===== config.mk =====
export PLATFORM = sky130hd
export DESIGN_NAME = delay_gray_packer
export DESIGN_NICKNAME = d
export VERILOG_FILES = /design/src/rtl/gray_pkg.sv /design/src/rtl/rgb_to_gray.sv /design/src/rtl/delay_gray_packer.sv
export SDC_FILE = /design/constraint.sdc
export NUM_CORES = 1
export LEC_CHECK = 0
export BUFFER_PORTS_ARGS = -buffer_cell sky130_fd_sc_hd__buf_4
export CORE_ASPECT_RATIO = 1.1
export CORE_UTILIZATION = 61
export DETAILED_ROUTE_END_ITERATION = 8
export PLACE_DENSITY = 0.81
export SLEW_MARGIN = 40
export SYNTH_ARGS = -nofsm -noshare
export SYNTH_HDL_FRONTEND = slang
export SYNTH_SLANG_ARGS = --single-unit
export TNS_END_PERCENT = 1

===== constraint.sdc =====
create_clock -name iCLK -period 4 [get_ports iCLK]
set_input_delay 0 -clock iCLK [delete_from_list [all_inputs] [get_ports iCLK]]
set_output_delay 0 -clock iCLK [all_outputs]
set_load 0.05 [all_outputs]

===== src/rtl/gray_pkg.sv =====
// Shared definitions for the gray-embedding packer and the read-side thresholder.
// Holds the luminance coefficients, component widths and the positions of the
// embedded gray bits inside the two SDRAM words.
package gray_pkg;

  localparam int COMP_W     = 10;
  localparam int GRAY_W     = 8;
  localparam int WORD_W     = 16;

  localparam int COEF_R     = 77;
  localparam int COEF_G     = 150;
  localparam int COEF_B     = 29;
  localparam int GRAY_SHIFT = 10;

  // 77*1023 and 29*1023 fit in 17 bits; 150*1023 = 153450 needs 18.
  localparam int PROD_RB_W  = 17;
  localparam int PROD_G_W   = 18;
  localparam int SUM_W      = 18;

  // Gray bit placement: word1 carries gray[7] at bit 15 and gray[6:5] at 1:0;
  // word2 carries gray[4] at 15, gray[3:2] at 11:10 and gray[1:0] at 1:0.
  localparam int W1_G7      = 15;
  localparam int W1_G65_LO  = 0;
  localparam int W2_G4      = 15;
  localparam int W2_G32_LO  = 10;
  localparam int W2_G10_LO  = 0;

  typedef enum logic {
    EMBED_OFF = 1'b0,
    EMBED_ON  = 1'b1
  } embed_e;

  // Per-pixel sideband that rides alongside the arithmetic pipeline.
  typedef struct packed {
    logic   sof;
    logic   last;
    logic   over;
    embed_e mode;
  } pix_tag_t;

  // Recover gray from a pair of embedded words (used by the read side).
  function automatic logic [GRAY_W-1:0] unpack_gray(input logic [WORD_W-1:0] w1,
                                                    input logic [WORD_W-1:0] w2);
    return {w1[W1_G7], w1[W1_G65_LO +: 2], w2[W2_G4], w2[W2_G32_LO +: 2],
            w2[W2_G10_LO +: 2]};
  endfunction

endpackage


===== src/rtl/rgb_to_gray.sv =====
// Two-stage luminance pipeline: stage 1 registers the weighted products,
// stage 2 registers the shifted sum. RGB and a generic sideband are delayed
// alongside so the caller sees them aligned with the gray result.
module rgb_to_gray
  import gray_pkg::*;
#(
  parameter int SIDE_W = 1
) (
  input  logic              clk_i,
  input  logic              rst_ni,
  input  logic              valid_i,
  input  logic [COMP_W-1:0] r_i,
  input  logic [COMP_W-1:0] g_i,
  input  logic [COMP_W-1:0] b_i,
  input  logic [SIDE_W-1:0] side_i,
  output logic              valid_o,
  output logic [GRAY_W-1:0] gray_o,
  output logic [COMP_W-1:0] r_o,
  output logic [COMP_W-1:0] g_o,
  output logic [COMP_W-1:0] b_o,
  output logic [SIDE_W-1:0] side_o
);

  logic                 valid1_q, valid2_q;
  logic [PROD_RB_W-1:0] prod_r_q, prod_b_q;
  logic [PROD_G_W-1:0]  prod_g_q;
  logic [GRAY_W-1:0]    gray_q;
  logic [COMP_W-1:0]    r1_q, g1_q, b1_q, r2_q, g2_q, b2_q;
  logic [SIDE_W-1:0]    side1_q, side2_q;

  // Valid bits are the only reset state; in-flight pixels vanish on reset.
  always_ff @(posedge clk_i) begin
    if (!rst_ni) begin
      valid1_q <= 1'b0;
      valid2_q <= 1'b0;
    end else begin
      valid1_q <= valid_i;
      valid2_q <= valid1_q;
    end
  end

  // Datapath: products then truncated sum; only the bits above the shift survive.
  always_ff @(posedge clk_i) begin
    prod_r_q <= PROD_RB_W'(COEF_R) * PROD_RB_W'(r_i);
    prod_g_q <= PROD_G_W'(COEF_G) * PROD_G_W'(g_i);
    prod_b_q <= PROD_RB_W'(COEF_B) * PROD_RB_W'(b_i);
    r1_q     <= r_i;
    g1_q     <= g_i;
    b1_q     <= b_i;
    side1_q  <= side_i;
    gray_q   <= GRAY_W'((SUM_W'(prod_r_q) + prod_g_q + SUM_W'(prod_b_q)) >> GRAY_SHIFT);
    r2_q     <= r1_q;
    g2_q     <= g1_q;
    b2_q     <= b1_q;
    side2_q  <= side1_q;
  end

  assign valid_o = valid2_q;
  assign gray_o  = gray_q;
  assign r_o     = r2_q;
  assign g_o     = g2_q;
  assign b_o     = b2_q;
  assign side_o  = side2_q;

endmodule


===== src/rtl/delay_gray_packer.sv =====
// Write-side packer: tags each pixel with frame position and embed mode,
// runs it through the luminance pipeline and packs RGB plus gray into the
// two SDRAM words three cycles after the pixel arrives.
module delay_gray_packer
  import gray_pkg::*;
#(
  parameter int FRAME_PIXELS = 307200
) (
  input  logic              iCLK,
  input  logic              iRST_N,
  input  logic              iDVAL,
  input  logic              iSOF,
  input  logic [COMP_W-1:0] iR,
  input  logic [COMP_W-1:0] iG,
  input  logic [COMP_W-1:0] iB,
  input  logic              iEnable,
  output logic              oDVAL,
  output logic [WORD_W-1:0] oData1,
  output logic [WORD_W-1:0] oData2,
  output logic              oFrameDone,
  output logic              oOverrun
);

  localparam int              CNT_W    = $clog2(FRAME_PIXELS + 1);
  localparam logic [CNT_W-1:0] FrameCnt = CNT_W'(FRAME_PIXELS);

  logic [CNT_W-1:0]  cnt_q, cnt_d;
  embed_e            mode_q, mode_d;
  pix_tag_t          tag_in;
  pix_tag_t          tag_s2;
  logic [$bits(pix_tag_t)-1:0] tag_s2_raw;

  logic              valid_s2;
  logic [GRAY_W-1:0] gray_s2;
  logic [COMP_W-1:0] r_s2, g_s2, b_s2;
  logic [WORD_W-1:0] word1_d, word2_d;

  logic              dval_q, done_q, overrun_q;
  logic [WORD_W-1:0] data1_q, data2_q;

  // Frame position and mode for the incoming pixel; the counter saturates at a full frame.
  always_comb begin
    cnt_d  = cnt_q;
    mode_d = mode_q;
    tag_in = '0;
    if (iDVAL) begin
      if (iSOF) begin
        cnt_d      = CNT_W'(1);
        mode_d     = embed_e'(iEnable);
        tag_in.sof = 1'b1;
      end else if (cnt_q < FrameCnt) begin
        cnt_d = cnt_q + 1'b1;
      end else begin
        tag_in.over = 1'b1;
      end
    end
    tag_in.last = iDVAL && !tag_in.over && (cnt_d == FrameCnt);
    tag_in.mode = mode_d;
  end

  // Counter and frame mode registers.
  always_ff @(posedge iCLK) begin
    if (!iRST_N) begin
      cnt_q  <= '0;
      mode_q <= EMBED_OFF;
    end else begin
      cnt_q  <= cnt_d;
      mode_q <= mode_d;
    end
  end

  rgb_to_gray #(
    .SIDE_W ($bits(pix_tag_t))
  ) u_rgb_to_gray (
    .clk_i   (iCLK),
    .rst_ni  (iRST_N),
    .valid_i (iDVAL),
    .r_i     (iR),
    .g_i     (iG),
    .b_i     (iB),
    .side_i  (tag_in),
    .valid_o (valid_s2),
    .gray_o  (gray_s2),
    .r_o     (r_s2),
    .g_o     (g_s2),
    .b_o     (b_s2),
    .side_o  (tag_s2_raw)
  );

  assign tag_s2 = tag_s2_raw;

  // Word packing: embedded gray takes the free MSB and the dropped component LSBs.
  always_comb begin
    word1_d = '0;
    word2_d = '0;
    if (tag_s2.mode == EMBED_ON) begin
      word1_d[W1_G7]           = gray_s2[7];
      word1_d[14:10]           = g_s2[9:5];
      word1_d[9:2]             = b_s2[9:2];
      word1_d[W1_G65_LO +: 2]  = gray_s2[6:5];
      word2_d[W2_G4]           = gray_s2[4];
      word2_d[14:12]           = g_s2[4:2];
      word2_d[W2_G32_LO +: 2]  = gray_s2[3:2];
      word2_d[9:2]             = r_s2[9:2];
      word2_d[W2_G10_LO +: 2]  = gray_s2[1:0];
    end else begin
      word1_d = {1'b0, g_s2[9:5], b_s2};
      word2_d = {1'b0, g_s2[4:0], r_s2};
    end
  end

  // Output stage: words, frame-done pulse and sticky overrun all land with oDVAL.
  always_ff @(posedge iCLK) begin
    if (!iRST_N) begin
      dval_q    <= 1'b0;
      done_q    <= 1'b0;
      overrun_q <= 1'b0;
      data1_q   <= '0;
      data2_q   <= '0;
    end else begin
      dval_q <= valid_s2;
      done_q <= valid_s2 && tag_s2.last;
      if (valid_s2) begin
        data1_q <= word1_d;
        data2_q <= word2_d;
        if (tag_s2.sof) begin
          overrun_q <= 1'b0;
        end else if (tag_s2.over) begin
          overrun_q <= 1'b1;
        end
      end
    end
  end

  assign oDVAL      = dval_q;
  assign oData1     = data1_q;
  assign oData2     = data2_q;
  assign oFrameDone = done_q;
  assign oOverrun   = overrun_q;

endmodule


==> summary.md <==
The run finished with clean final reports. STA puts the critical path data required time at 4.31 ns. The floorplan has 46 rows. In the synthesized netlist the dominant register cell turns out to be sky130_fd_sc_hd__dfxtp_1. For the peak supply drop, the log shows 0.000498 V. Measured against its own limit, the worst slew margin works out to 54.8%. The TritonCTS buffer count was 17; the layout filler cell count was 976. The power density over cell area came out at 632 nW/um^2. The largest net degree at the start of global routing was 45; the number of synthesized register bits was 177. Input and output buffers added on the ports amount to 69. After global routing the overflow that remains totals 0. The slack of the critical path is 0.393 ns. After detailed routing, the met2 layer carries 8960 um of wire. The setup slack at placement was 0.567 ns; the number of buffers inserted by post-CTS setup repair was 0. For the setup TNS after final layout, the log shows 0 ns. The height of the chip came out at 130 um.

Once the clock tree was built, the resizer swapped 0 gates to a different size. Summed over all instances, the cell type with the most area after synthesis is sky130_fd_sc_hd__dfxtp_1. At the end of routability-driven placement, the weighted congestion stood at 0.845. After synthesis, the largest family of logic cells by area is adder cells.

The total DRC errors in the routed layout was 0. Of the total synthesized cell area, the portion taken by XOR and XNOR cells is 5.36%. With fillers left out, the area of the finished cells amounts to 10,800 um^2. Ranked by total cell area, the synthesized netlist is headed by sky130_fd_sc_hd__dfxtp_1, sky130_fd_sc_hd__ha_1, sky130_fd_sc_hd__fa_1. The portion of the clock cycle consumed by the worst path in the final layout was 90.2%; the count of cell types in the netlist was 56. Clock tree synthesis found a total of 177 sinks. The most common cell after layout, fill and taps aside was sky130_fd_sc_hd__dfxtp_1. The detail-routed via count per cell was 5.31. The floorplan step defined a die boundary enclosing 15,500 um^2.

Setup repair after global routing left no endpoint under its margin. The cell depth of the worst hold path was 3; the post-synthesis average cell area was 10.8 um^2. The H-tree was split into 4 levels. The adder and majority gate portion of the synthesized area is 29.4%. In this run the deepest clock path goes through 2 buffers. The via count of the first global-routing pass was 6,392.

The synthesis-to-layout area growth works out to 18.3%. Multiplexer cells account for 3.51% of the synthesized area. The core region is 14,600 um^2. For this run, the top clock speed supported by timing is 277 MHz.

The first global-routing pass estimated 29,400 um of wire. After layout, the design draws a total of 6840 uW. The overall routing resource usage is 24.4%, and the total routed wire length on the met1 layer is 7610 um. After Yosys synthesis, and, or, nand and nor cells account for 9.55% of the synthesized area.

Summed over its instances, the top area cell type makes up 38.7% of the synthesized netlist area. For the total I/O pin count, the log shows 70. For the worst setup path, the data arrival time is 3.92 ns. Count of pins over their slew limit: 0.

Dividing the detail-routed wire length by the instance count gives 15.1 um. Setup violations remaining at the end of the flow were counted as 0. The worst hold path belongs to the class in2reg.

The worst register-to-register path has a depth of 9. During synthesis, Yosys emitted a total of 0 warnings. After detailed routing, the met3 layer carries 406 um of wire. The tools report the sort of element at the end of the critical path as a flop.

The highest metal layer carrying signal wires in the routed design is met4. Of all nets on the critical path, the largest fanout is 5. The tools report the register area share after synthesis as 38.7%. The tools report the total half-perimeter wirelength after legalization and detailed placement as 12,600 um. The complex-gate fraction of the synthesized area came out at 8.55%. TritonCTS built the clock tree. The net count reported at finish is 1,181, and the DRC marker count from the first detailed-route iteration is 260.

Detailed routing inserted a total of 6,195 vias. The library cells used most frequently in the layout, excluding fill and tap cells, are sky130_fd_sc_hd__dfxtp_1, sky130_fd_sc_hd__ha_1, sky130_fd_sc_hd__inv_1, sky130_fd_sc_hd__buf_4, sky130_fd_sc_hd__fa_1. The kind of start point of the critical path was an input port. Clock latency reported for the late side of the worst-skew pair: 0.42 ns. Synthesized net count: 1,070. The setup path with the least slack is of type in2reg. In the final layout, the share of cells above drive strength 1 is 11.8%. The number of antenna diodes in the final layout is 0.

The run gives 0.00507 uW as the leakage power of the design. For the post-place instance area, the log shows 9870 um^2. The fraction of synthesis flops using an asynchronous set or reset pin is 0%, and the iteration count of the initial detailed-routing pass is 4. The initial antenna violation count is 1, and the slew of the pin with the lowest slew margin is 0.678 ns.

The effective utilization at floorplan is 62.9%, and the cell area after synthesis is 9160 um^2. The tools report the detailed-route wire length as 17,600 um. Clock-pin slew was measured on the worst setup and hold paths at 0.07 ns. After technology mapping, the gate count stands at 851. The tools report the worst hold slack as 0.0184 ns.

The clock tree skew after final layout is 0.00765 ns, and the post-route antenna net violation count is 0. In this run, synthesis inferred 0 flip-flops with an integrated enable. The minimum period implied by the final worst setup slack is 3.61 ns, and the horizontal die dimension is 119 um. Count of endpoints failing hold in the final timing report: 0. Cell chosen for the clock root: sky130_fd_sc_hd__clkbuf_16. Max-cap violations in this run came to 0.
Yosys cell counts (2+ instances only):
library cell                number
sky130_fd_sc_hd__and3_1          4
sky130_fd_sc_hd__inv_1         106
sky130_fd_sc_hd__mux2i_1        31
sky130_fd_sc_hd__o21bai_1        7
sky130_fd_sc_hd__nor3_1         15
sky130_fd_sc_hd__nor2b_1        30
sky130_fd_sc_hd__a31o_2          2
sky130_fd_sc_hd__nand3_1        18
sky130_fd_sc_hd__ha_1          132
sky130_fd_sc_hd__nand4_1         5
sky130_fd_sc_hd__xnor2_1        38
sky130_fd_sc_hd__and2_1          8
sky130_fd_sc_hd__or3_1           5
sky130_fd_sc_hd__a211oi_1        5
sky130_fd_sc_hd__nand3b_1        2
sky130_fd_sc_hd__a21o_1          9
sky130_fd_sc_hd__clkbuf_1       11
sky130_fd_sc_hd__nor2_1         44
sky130_fd_sc_hd__o21a_1          3
sky130_fd_sc_hd__a31oi_1         8
sky130_fd_sc_hd__xor2_1         18
sky130_fd_sc_hd__a21oi_1        22
sky130_fd_sc_hd__dfxtp_1       177
sky130_fd_sc_hd__o31ai_1         2
sky130_fd_sc_hd__o21ai_0        18
sky130_fd_sc_hd__nand2_1        31
sky130_fd_sc_hd__o211a_1         6
sky130_fd_sc_hd__a41o_1          2
sky130_fd_sc_hd__o211ai_1        5
sky130_fd_sc_hd__a21boi_0        5
sky130_fd_sc_hd__o2111ai_1       2
sky130_fd_sc_hd__nand2b_1        5
sky130_fd_sc_hd__fa_1           52
state kept, by name, summed over array words and instances (netlist names), 4 cells and up:
signal	cells
u_rgb_to_gray.b1_q	10
u_rgb_to_gray.g_o	10
u_rgb_to_gray.r_o	10
u_rgb_to_gray.side1_q	4
u_rgb_to_gray.prod_r_q	17
u_rgb_to_gray.prod_g_q	16
u_rgb_to_gray.gray_o	8
oData1	16
u_rgb_to_gray.r1_q	8
u_rgb_to_gray.side_o	4
u_rgb_to_gray.b_o	10
u_rgb_to_gray.g1_q	10
oData2	16
u_rgb_to_gray.prod_b_q	13
cnt_q	19
area by class of cell:
cell class,count,area [um^2],area share (%)
multi-input combinational,556,5160,47.7
clock inverter,13,166,1.54
clock buffer,19,453,4.18
timing repair buffer,104,866,7.99
tap,192,240,2.22
sequential,177,3540,32.7
inverter,106,398,3.67
metal layers:
layer	global-route usage, %	vias to the layer above
li1	-	3084
met1	27.9	2946
met2	44.1	116
met3	4.08	49
met4	12.8	0
met5	0	-
stage by stage:
step	utilization (%)	std cells
floorplan	-	851
global placement	67.8	1101
detailed placement	67.8	1101
CTS	74.4	1167
global route	74.4	1167
finish	74.4	1167
critical path, cell delays in order:
cell and delay, ns:
sky130_fd_sc_hd__dlygate4sd3_1 0.55, sky130_fd_sc_hd__buf_4 0.17, sky130_fd_sc_hd__ha_1 0.27, sky130_fd_sc_hd__ha_1 0.27, sky130_fd_sc_hd__inv_1 0.05, sky130_fd_sc_hd__fa_1 0.54, sky130_fd_sc_hd__inv_1 0.06, sky130_fd_sc_hd__fa_1 0.47
sky130_fd_sc_hd__ha_1 0.38, sky130_fd_sc_hd__a21oi_1 0.23, sky130_fd_sc_hd__o31ai_1 0.15, sky130_fd_sc_hd__a2111oi_0 0.49, sky130_fd_sc_hd__o21bai_1 0.13, sky130_fd_sc_hd__xor2_1 0.16
kinds of logic after synthesis:
logic type	count (synthesis)
adders and majority gates	184
DFF	177
and+or+nand+nor	174
buffers and inverters	118
AOI/OAI and AO/OA	110
xor gates and xnor gates	56
muxes	32
final timing paths:
check / from / endpoint / slack (ns)
setup / recovery: iR[5] / u_rgb_to_gray.prod_r_q[15] / 0.39
hold / removal: iRST_N / oOverrun / 0.02
setup reg to reg: u_rgb_to_gray.prod_g_q[2] / u_rgb_to_gray.gray_o[6] / 1.01
hold reg to reg: u_rgb_to_gray.r1_q[6] / u_rgb_to_gray.r_o[6] / 0.33
power by group:
group,switching [uW],total (uW),internal [uW]
Sequential,155,2250,2090
Combinational,1560,2880,1330
Clock,732,1710,977
timing repair:
| action | CTS | global route |
|---|---|---|
| endpoints found under the setup margin | 0 | 0 |
| endpoints found under the hold margin | 44 | 0 |
| hold buffers | 34 | 0 |
Note: power is estimated with default switching activity, not from simulation.
